### config.mk
export PLATFORM = sky130hd
export DESIGN_NAME = wb_arbiter
export DESIGN_NICKNAME = d
export VERILOG_FILES = /design/src/rtl/wb_arbiter.sv
export SDC_FILE = /design/constraint.sdc
export NUM_CORES = 1
export LEC_CHECK = 0
export BUFFER_PORTS_ARGS = -buffer_cell sky130_fd_sc_hd__buf_4
export CAP_MARGIN = 20
export CORE_MARGIN = 3
export CORE_UTILIZATION = 45
export CTS_BUF_LIST = sky130_fd_sc_hd__clkbuf_16
export DETAILED_ROUTE_END_ITERATION = 16
export GPL_ROUTABILITY_DRIVEN = 0
export MAX_ROUTING_LAYER = met4
export PLACE_DENSITY = 0.73
export SYNTH_ARGS = -nofsm -noshare
export SYNTH_HDL_FRONTEND = slang
export SYNTH_SLANG_ARGS = --single-unit
export TNS_END_PERCENT = 10
### constraint.sdc
create_clock -name clk_in -period 3.6 [get_ports clk_in]
set_clock_uncertainty 0.15 [all_clocks]
set_input_delay 0.54 -clock clk_in [delete_from_list [all_inputs] [get_ports clk_in]]
set_output_delay 0.54 -clock clk_in [all_outputs]
set_load 0.01 [all_outputs]
### src/rtl/wb_arbiter.sv
`default_nettype none
// ============================================================================
// Module   : wb_arbiter
// Function : Three-requester write-back arbiter. Each requester has a 2-deep
//            result queue, and one result per cycle goes round-robin onto the CDB.
// Revision : 1.0
// ============================================================================
module wb_arbiter #(
  parameter int ROB_BIT    = 4,
  parameter int FIFO_DEPTH = 2
) (
  input  logic                 clk_in,
  input  logic                 rst_in,
  input  logic                 rdy_in,
  input  logic                 flush_in,
  input  logic [2:0]           req_valid,
  input  logic [3*ROB_BIT-1:0] req_rob_entry,
  input  logic [95:0]          req_value,
  output logic [2:0]           req_ready,
  output logic                 cdb_valid,
  output logic [ROB_BIT-1:0]   cdb_rob_entry,
  output logic [31:0]          cdb_value,
  output logic [1:0]           cdb_src
);

  localparam logic [1:0] c_FULL = 2'(FIFO_DEPTH);

  logic [ROB_BIT-1:0] r_q_entry [3][2];
  logic [31:0]        r_q_value [3][2];
  logic [2:0]         r_wptr;
  logic [2:0]         r_rptr;
  logic [1:0]         r_cnt [3];
  logic [1:0]         r_last_grant;

  logic [2:0]         w_push;
  logic [2:0]         w_pop;
  logic               w_grant_vld;
  logic [1:0]         w_grant_idx;
  logic [ROB_BIT-1:0] w_head_entry;
  logic [31:0]        w_head_value;

  // Round-robin search starting just after the last granted requester.
  always_comb begin
    w_grant_vld  = 1'b0;
    w_grant_idx  = 2'd0;
    w_head_entry = '0;
    w_head_value = '0;
    for (int k = 0; k < 3; k++) begin
      int cand;
      cand = (int'(r_last_grant) + 1 + k) % 3;
      if (!w_grant_vld && (r_cnt[cand] != 2'd0)) begin
        w_grant_vld  = 1'b1;
        w_grant_idx  = 2'(cand);
        w_head_entry = r_q_entry[cand][r_rptr[cand]];
        w_head_value = r_q_value[cand][r_rptr[cand]];
      end
    end
  end

  always_comb begin
    w_pop = 3'b000;
    if (w_grant_vld) w_pop[w_grant_idx] = 1'b1;
  end

  generate
    for (genvar gi = 0; gi < 3; gi++) begin : g_queue
      // Ready looks only at registered occupancy; a full queue never bypasses.
      assign req_ready[gi] = (r_cnt[gi] != c_FULL) && !flush_in;
      assign w_push[gi]    = rdy_in && !flush_in && req_valid[gi] && req_ready[gi];

      always_ff @(posedge clk_in or negedge rst_in) begin
        if (!rst_in) begin
          r_cnt[gi]  <= 2'd0;
          r_wptr[gi] <= 1'b0;
          r_rptr[gi] <= 1'b0;
        end else if (rdy_in) begin
          if (flush_in) begin
            r_cnt[gi]  <= 2'd0;
            r_wptr[gi] <= 1'b0;
            r_rptr[gi] <= 1'b0;
          end else begin
            if (w_push[gi]) r_wptr[gi] <= ~r_wptr[gi];
            if (w_pop[gi])  r_rptr[gi] <= ~r_rptr[gi];
            case ({w_push[gi], w_pop[gi]})
              2'b10:   r_cnt[gi] <= r_cnt[gi] + 2'd1;
              2'b01:   r_cnt[gi] <= r_cnt[gi] - 2'd1;
              default: r_cnt[gi] <= r_cnt[gi];
            endcase
          end
        end
      end

      always_ff @(posedge clk_in) begin
        if (w_push[gi]) begin
          r_q_entry[gi][r_wptr[gi]] <= req_rob_entry[gi*ROB_BIT +: ROB_BIT];
          r_q_value[gi][r_wptr[gi]] <= req_value[gi*32 +: 32];
        end
      end
    end
  endgenerate

  always_ff @(posedge clk_in or negedge rst_in) begin
    if (!rst_in) begin
      r_last_grant  <= 2'd2;
      cdb_valid     <= 1'b0;
      cdb_rob_entry <= '0;
      cdb_value     <= '0;
      cdb_src       <= 2'd0;
    end else if (rdy_in) begin
      if (flush_in) begin
        r_last_grant  <= 2'd2;
        cdb_valid     <= 1'b0;
        cdb_rob_entry <= '0;
        cdb_value     <= '0;
        cdb_src       <= 2'd0;
      end else if (w_grant_vld) begin
        r_last_grant  <= w_grant_idx;
        cdb_valid     <= 1'b1;
        cdb_rob_entry <= w_head_entry;
        cdb_value     <= w_head_value;
        cdb_src       <= w_grant_idx;
      end else begin
        cdb_valid     <= 1'b0;
        cdb_rob_entry <= '0;
        cdb_value     <= '0;
        cdb_src       <= 2'd0;
      end
    end
  end

endmodule
`default_nettype wire
Word-level counts from Yosys, hierarchy flattened
Memories as Yosys holds them, arrays and structs flattened.
Index checks and enable logic that the tools add are counted.
W data, S select, Z words.
{"block": "op_classes", "n_div": 3, "add_sub_neg": 9, "shifts": 0, "magnitude_cmp": 17, "mux": 100, "eq_ne": 9, "bitwise": 15, "multipliers": 0, "n_reduce_logical": 42}
{"op": "$mux W32", "count": 17}
{"op": "$mux W64", "count": 3}
{"op": "$demux W32 S1", "count": 3}
{"op": "$ge A32 B3 Y1 const B", "count": 3}
{"op": "$lt A32 B4 Y1 const B", "count": 3}
{"op": "$mod A32 B3 Y32 const B", "count": 3}
{"op": "$not A32 Y32", "count": 3}
{"op": "$mux W4", "count": 17}
{"op": "$add A32 B2 Y32 const B", "count": 1}
{"op": "$mux W2", "count": 16}
{"op": "$mux W1", "count": 27}
{"op": "$mux W8", "count": 3}
{"op": "$reduce_and A2 Y1", "count": 10}
{"op": "$reduce_bool A2 Y1", "count": 10}
{"op": "$logic_and A1 B1 Y1", "count": 16}
{"op": "$bmux W2 S2", "count": 3}
{"op": "$demux W4 S1", "count": 3}
{"op": "$ge A2 B2 Y1 const B", "count": 6}
{"op": "$not A1 Y2", "count": 6}
{"op": "$pmux W2 S2", "count": 3}
{"op": "$reduce_bool A3 Y1", "count": 3}
{"op": "$add A2 B1 Y2 const B", "count": 3}
{"op": "$bmux W1 S2", "count": 3}
{"op": "$eq A2 B1 Y1 const B", "count": 3}
{"op": "other kinds (12)", "count": 27}
{"block": "word_totals", "ram_bits": 216, "mem_bits_ro": 0, "reg_bits": 53, "latch_bits": 0, "inputBits": 115, "n_memories": 2}
{"name": "r_q_value", "depth": 3, "word_bits": 64, "rd": 3, "rd_clocked_by_memory_dff": 0, "wr": 3, "line": "29", "text": "logic [31:0] r_q_value [3][2];"}
{"name": "r_q_entry", "depth": 3, "word_bits": 8, "rd": 3, "rd_clocked_by_memory_dff": 0, "wr": 3, "line": "28", "text": "logic [ROB_BIT-1:0] r_q_entry [3][2];"}

Depth between registers and ports, before layout
Gate-level depths: netlist of run 1.
{"block": "logic_depth", "ltp_word": 22, "mapped_depth": 12, "depth_no_buf": 8}

Worst setup path before layout of run 1
OpenSTA, ideal clock, no wires.
{"block": "synth_path", "kind": "input-to-reg", "start": "input port rdy_in", "end": "memory r_q_entry[0][0] in the netlist's numbering, enable pin", "stages": 4, "path_slack_ps": 462, "arrival_ps": 2559, "path_buffers": 0, "setup_time_ps": 429, "required_time_ps": 3021, "path_cell_list": "inv_1 > nor2_1 > nand3_1 > nor2_1"}
{"element": "from (decl)", "line": "14", "text": "input logic rdy_in,"}
{"element": "to (decl)", "line": "28"}

Worst setup path after layout of run 1
{"block": "layout_path", "start": "register r_last_grant[0]", "end": "register r_cnt[2] in the netlist's numbering"}
{"block": "layout_between", "elab_chain_cells": 22, "word_cells_on_any_way": 43}
{"element": "from (decl)", "line": "33", "text": "logic [1:0] r_last_grant;"}
{"element": "from (signal assigned)", "line": "117", "text": "r_last_grant <= w_grant_idx;"}
{"element": "$add A2 B1 Y3 (*)", "line": "50", "text": "cand = (int'(r_last_grant) + 1 + k) % 3;"}
{"element": "parallel branches: the longest is 17 deep, another holds $add A32 B2 Y32"}
{"element": "$mux W3 (*)", "line": "62", "text": "if (w_grant_vld) w_pop[w_grant_idx] = 1'b1;"}
{"element": "$eq A2 B1 Y1 or $eq A2 B2 Y1 (tied branches)", "line": "84", "text": "case ({w_push[gi], w_pop[gi]})"}
{"element": "$pmux W2 S2 or $reduce_bool A3 Y1 (tied branches)"}
{"element": "$mux W2 or $reduce_and A2 Y1 (tied branches)"}
{"element": "to (signal, indexed assignment)", "line": "85", "text": "2'b10: r_cnt[gi] <= r_cnt[gi] + 2'd1;"}
{"element": "to (signal, indexed assignment)", "line": "86", "text": "2'b01: r_cnt[gi] <= r_cnt[gi] - 2'd1;"}
{"element": "to (signal, indexed assignment)", "line": "87", "text": "default: r_cnt[gi] <= r_cnt[gi];"}
{"element": "to (decl)", "line": "32", "text": "logic [1:0] r_cnt [3];"}
Mark *: on every way between the ends. The select of a mux whose other input is x is not followed.
A chain may end at the register's enable or synchronous reset.

==> results.json, run 1 <==
{
  "wl_mm": 46.8,
  "arrival_ns": 3.62,
  "period_needed_ns": 3.34,
  "antennaDiodeCount": 0,
  "io_pins": 157,
  "slew_viol_final": 0,
  "grt_max_degree": 56,
  "drive_above_1_share_pct": 26.7,
  "start_util_pct": 45.9,
  "grt_pass1_vias": 12000,
  "drc": 0,
  "cpPeakStageDelay_ns": 0.68,
  "rows": 66,
  "synthArstFlopShare_pct": 19.7,
  "hold_viol_final": 0,
  "timing.final.ws_setup_ns": 0.257,
  "crit_required_ns": 3.88,
  "antenna_found_initial": 0,
  "synth_seq_cells": 269,
  "tns_ns": 0,
  "postSynthCellCount": 1222,
  "drtIter0Drc": 1560,
  "syn_nets": 1341,
  "syn_to_final_growth_pct": 19.4,
  "r2r-start": "r_last_grant[0]",
  "die_area_um2": 35600,
  "postCtsHoldBufs": 13,
  "track_usage_pct": 26.5,
  "clock_latency_ns": 0.56,
  "yosysWarningCount": 0,
  "grt_overflow": 0,
  "synth_edf_count": 216,
  "path_max_fanout": 30,
  "mostFrequentLayoutCells": "edfxtp_1 (216), buf_4 (196), mux2i_1 (170), nand2_1 (152), a21oi_1 (57)",
  "power.density_nw_per_um2": 829,
  "clock-sinks": 269,
  "crit_end": "r_cnt[2]",
  "utilization_pct": 54.8,
  "cts_tree": "done",
  "die_w_um": 189,
  "synthesis.area_um2": 15000,
  "vias": 11900,
  "clockBufferDepth": 3,
  "setup_viol": 0,
  "status": "completed",
  "crit_buf_inv": 1,
  "drtAntennaViolNets": 0,
  "rsz0062_at_grt": "no",
  "critical-path-top-delay-family": "compound AO/OA/AOI/OAI gates",
  "finalNetCount": 1488,
  "ir_worst_vdd_uv": 538,
  "viasPerCell": 6.48,
  "r2r_slack_ns": 0.26,
  "hold_ws_ns": 0.0134,
  "slew_headroom_pct": 26.7,
  "p_leak_nw": 6.47,
  "crit_path_start": "r_last_grant[0]",
  "fin_crit_sh_pct": 92.9,
  "ys.flop_type": "edfxtp_1",
  "critPathKind": "reg -> reg",
  "cp-end-kind": "register",
  "clk_root_buffer_cell": "clkbuf_16",
  "crit_chain": "inv_1 > ha_4 > nor2_1 > a211oi_1 > o2111a_1 > a2111oi_0 > a221oi_1 > o41ai_1",
  "path_clk_slew_ns": 0.06,
  "cp.depth": 8,
  "cp-start-kind": "register",
  "routedWlPerCell_um": 25.5,
  "die_h_um": 189,
  "fmax_mhz": 299,
  "htree_levels": 1,
  "cts_resized": 0,
  "drt_pass1_iterations": 6,
  "place_area_um2": 16800,
  "worstHoldStart": "req_value[53]",
  "cts_made_buffers": 29,
  "critPathSlowestCell": "o2111a_1",
  "cts_setup_buffers": 0,
  "grt_pass1_wl_mm": 71.3,
  "hpwl_mm": 28.4,
  "synth_cell_types": 71,
  "io_buffer_count": 156,
  "synth_seq_area_share_pct": 52.0,
  "rr_worst_depth": 8,
  "core_um2": 32700,
  "r2r_end": "r_cnt[2]",
  "postLayoutCellArea_um2": 17900,
  "hp-class": "in -> reg",
  "avgSynthCellArea_um2": 12.3,
  "worst_pin_slew_ns": 1.10,
  "maxCapViolCount": 0,
  "final_common_cell": "edfxtp_1",
  "pre_cts_slack_ns": 0.357
}
logic make-up after synthesis:
family          count (synthesis)  synth area share [%]
buf+inv                       124                  4.10
mux                           245                  19.5
compound gates                340                  17.0
fa+ha+maj                       4                 0.333
simple gates                  237                  6.85
flops                         269                  52.0
xor+xnor                        3                 0.175
registers in the layout, summed over array words and instances (netlist names):
name	cells
cdb_rob_entry	4
cdb_src	2
cdb_valid	1
cdb_value	32
r_cnt	6
r_last_grant	2
r_q_entry	24
r_q_value	192
r_rptr	3
r_wptr	3
synth_stat cells, types with 6 or more instances:
| cell | instances | area share [%] |
|---|---|---|
| dfrtp_1 | 52 | 8.7 |
| a32oi_1 | 8 | 0.47 |
| nand3_1 | 20 | 0.67 |
| o311ai_0 | 6 | 0.35 |
| a221oi_2 | 20 | 2.0 |
| buf_2 | 48 | 1.6 |
| nand2_1 | 152 | 3.8 |
| inv_1 | 19 | 0.48 |
| o21ai_0 | 54 | 1.8 |
| o2bb2ai_1 | 20 | 1.2 |
| a21oi_1 | 57 | 1.9 |
| mux2i_1 | 171 | 11 |
| clkbuf_1 | 42 | 1.1 |
| o211ai_1 | 56 | 2.8 |
| o221ai_1 | 20 | 1.2 |
| a22oi_1 | 7 | 0.35 |
| edfxtp_1 | 216 | 43 |
| a32o_1 | 8 | 0.53 |
| mux2_2 | 37 | 2.8 |
| nor2_1 | 29 | 0.73 |
| mux4_2 | 33 | 5.0 |
| nand2b_1 | 12 | 0.50 |
| a31oi_1 | 28 | 1.2 |
| a211oi_1 | 10 | 0.50 |
| a221oi_1 | 6 | 0.35 |
final cells by class:
cell class              count  area, um2
flip-flops and latches    269       7820
clock inverters            25        249
multi-input cells         829       6700
inverters                  19       71.3
clock buffers              29        726
fillers                  2742      14800
repair buffers            221       1810
well taps                 442        553
how the worst min path moves through the flow:
stage	to	slack [ns]	cells after the start
finish	r_q_value[1][21]	0.01	1
floorplan	cdb_rob_entry[0]	0.09	0
CTS	r_q_value[1][57]	0.0002	1
global route	r_q_value[2][60]	0.0001	1
global placement	cdb_value[19]	0.34	2
detailed placement	cdb_value[24]	0.33	1
stage by stage:
stage	total power, mW	std cells
finish	14.8	1834
global route	15.6	1834
CTS	14.7	1831
detailed placement	11.6	1764
global placement	11.5	1764
floorplan	9.32	1222
where the power goes:
group	leakage [nW]	total (mW)	switching, mW	internal, mW
clock network	0.487	3.07	1.25	1.82
registers	2.64	4.14	0.410	3.73
logic	3.34	7.64	4.56	3.08
total	6.47	14.8	6.22	8.63
routing by layer:
metal | GRT usage, % | wire [um] | vias up | share of wire, %
li1 | - | - | 5122 | -
met1 | 34.4 | 18500 | 5899 | 40
met2 | 42.7 | 22600 | 726 | 48
met3 | 3.57 | 3920 | 139 | 8.4
met4 | 9.91 | 1750 | 0 | 3.7
met5 | - | 0 | - | 0
Power figures use the tool's default switching activity.
==> run 2: changes to the inputs <==
Settings changed: ABC_AREA from default to 1, HOLD_SLACK_MARGIN from default to 0.06.
==> run 2 against run 1 <==
Sequential share of layout area is 2.0 points lower. Register-to-register slack better by 0.21 ns. Critical path depth is 2 higher. Clock-buffer cell count is the same. Wire length rose by 3.0%. Synthesized cell count grew 42%. Critical path type unchanged.
==> results.json, run 2 <==
{
  "arrival_ns": 3.42,
  "antenna_found_initial": 1,
  "worst_pin_slew_ns": 0.925,
  "cp-start-kind": "register",
  "finalNetCount": 2049,
  "largest_register_ffs": 192,
  "io_buffer_count": 156,
  "grt_overflow": 0,
  "routedWlPerCell_um": 20.1,
  "die_w_um": 190,
  "synth_top_area_share_pct": 42.8,
  "placedCellCount": 2232,
  "crit_required_ns": 3.89,
  "slew_headroom_pct": 38.3,
  "postSynthCellCount": 1736,
  "synthesis.area_um2": 15200,
  "synth_seq_area_share_pct": 51.6,
  "pre_cts_slack_ns": 0.529,
  "hold_depth": 3,
  "core_um2": 32900,
  "cts_tree": "done",
  "start_util_pct": 46.1,
  "viasPerCell": 5.97,
  "vias": 14300,
  "hold_viol_final": 0,
  "syn_to_final_growth_pct": 23.8,
  "wl_mm": 48.2,
  "clk_root_buffer_cell": "clkbuf_16",
  "fmax_mhz": 320,
  "yosys-top-cells-count": "nand2_1 (399), edfxtp_1 (216), o211ai_1 (178)",
  "fin_crit_sh_pct": 86.9,
  "synthArstFlopShare_pct": 19.7,
  "track_usage_pct": 26.8,
  "cts_made_buffers": 29,
  "synth_cell_types": 39,
  "drive_above_1_share_pct": 14.6,
  "synth_edf_count": 216,
  "ir_worst_vdd_uv": 751,
  "synth_seq_cells": 269,
  "syn_nets": 1855,
  "drtIter0Drc": 1801,
  "maxCapViolCount": 0,
  "clock-sinks": 269,
  "final_common_cell": "nand2_1",
  "slew_viol_final": 0,
  "r2r_slack_ns": 0.47,
  "p_total_mw": 15.9,
  "yosysWarningCount": 0,
  "post-synth-top-count-cell": "nand2_1",
  "mostFrequentLayoutCells": "nand2_1 (398), edfxtp_1 (216), buf_4 (186), o211ai_1 (178), o21ai_0 (146)",
  "cts_setup_buffers": 0,
  "final_cells": 2394,
  "io_pins": 157,
  "die_area_um2": 35900,
  "power.density_nw_per_um2": 847,
  "synth_top_area_cell": "edfxtp_1",
  "rsz0062_at_grt": "no",
  "tns_ns": 0,
  "setup_viol": 0,
  "clock_latency_ns": 0.56,
  "period_needed_ns": 3.13,
  "hpwl_mm": 29.1,
  "grt_max_degree": 113,
  "drc": 0,
  "cp-end-kind": "register",
  "hp-class": "in -> reg",
  "p_leak_nw": 7.52,
  "drt_pass1_iterations": 8,
  "timing.final.ws_setup_ns": 0.470,
  "clockBufferDepth": 3,
  "grt_pass1_vias": 13700,
  "grt_pass1_wl_mm": 74.1,
  "rows": 66,
  "die_h_um": 190,
  "critPathKind": "reg -> reg",
  "yosys-top-cells-area": "edfxtp_1 (43%), nand2_1 (9.9%), o211ai_1 (8.8%)",
  "path_max_fanout": 57,
  "drtAntennaViolNets": 0,
  "path_clk_slew_ns": 0.07,
  "postLayoutCellArea_um2": 18800,
  "avgSynthCellArea_um2": 8.73,
  "status": "completed",
  "htree_levels": 1,
  "ys.flop_type": "edfxtp_1",
  "rr_worst_depth": 10,
  "place_area_um2": 16700
}
run 2: cell type report:
| cell class | instances | area, um2 |
|---|---|---|
| inverters | 128 | 490 |
| clock buffers | 29 | 726 |
| well taps | 442 | 553 |
| diodes | 1 | 2.50 |
| fillers | 2837 | 14100 |
| flip-flops and latches | 269 | 7810 |
| multi-input cells | 1200 | 6310 |
| clock inverters | 23 | 239 |
| repair buffers | 302 | 2630 |
run 2: per-layer routing:
layer | wire, um | GRT usage, %
met1 | 18700 | 33.7
met2 | 22000 | 42.4
met3 | 5220 | 4.78
met4 | 2280 | 12.5
met5 | 0 | -
run 2: metrics by stage:
stage	util (%)	hold slack, ns
after floorplan	-	0.0944
after global placement	50.8	0.314
after detailed placement	50.8	0.317
after CTS	57.1	0.147
after global routing	57.1	0.170
final	57.1	0.169
run 2: cells by family after synthesis:
family / count (synthesis) / share of synthesized area (%)
AND/OR/NAND/NOR: 675 / 18.5
AO/OA/AOI/OAI: 516 / 21.9
flip-flops: 269 / 51.6
buffers and inverters: 267 / 7.32
multiplexers: 5 / 0.330
adder cells (fa/ha/maj): 4 / 0.330
run 2: final timing paths:
check,start,to
worst max-delay path,r_last_grant[0],cdb_value[20]
worst min-delay path,rdy_in,r_cnt[3]
worst max register to register,r_last_grant[0],cdb_value[20]
worst min register to register,cdb_value[11],cdb_value[11]
max in group asynchronous,rst_in,cdb_value[19]
min in group asynchronous,rst_in,r_cnt[1]
run 2: repair_timing:
action,4_1_cts,5_1_grt
endpoints found under the hold margin,268,0
resized for setup,0,0
hold buffers,109,0
run 2: report_power, final:
part	total [mW]	switching, mW	internal [mW]	leakage [nW]
registers	3.98	0.267	3.71	2.65
clock network	3.05	1.23	1.81	0.488
logic	8.87	5.94	2.93	4.38
total	15.9	7.43	8.46	7.52
run 2: worst max-delay path: stages, from the launching register on:
cell     delay [ns]
dfrtp_1        0.43
inv_1          0.12
ha_4           0.62
inv_4          0.15
o31ai_4        0.28
buf_4          0.60
o21ai_0        0.15
a21oi_1        0.15
o21ai_0        0.10
a21oi_1        0.17
o21ai_1        0.07
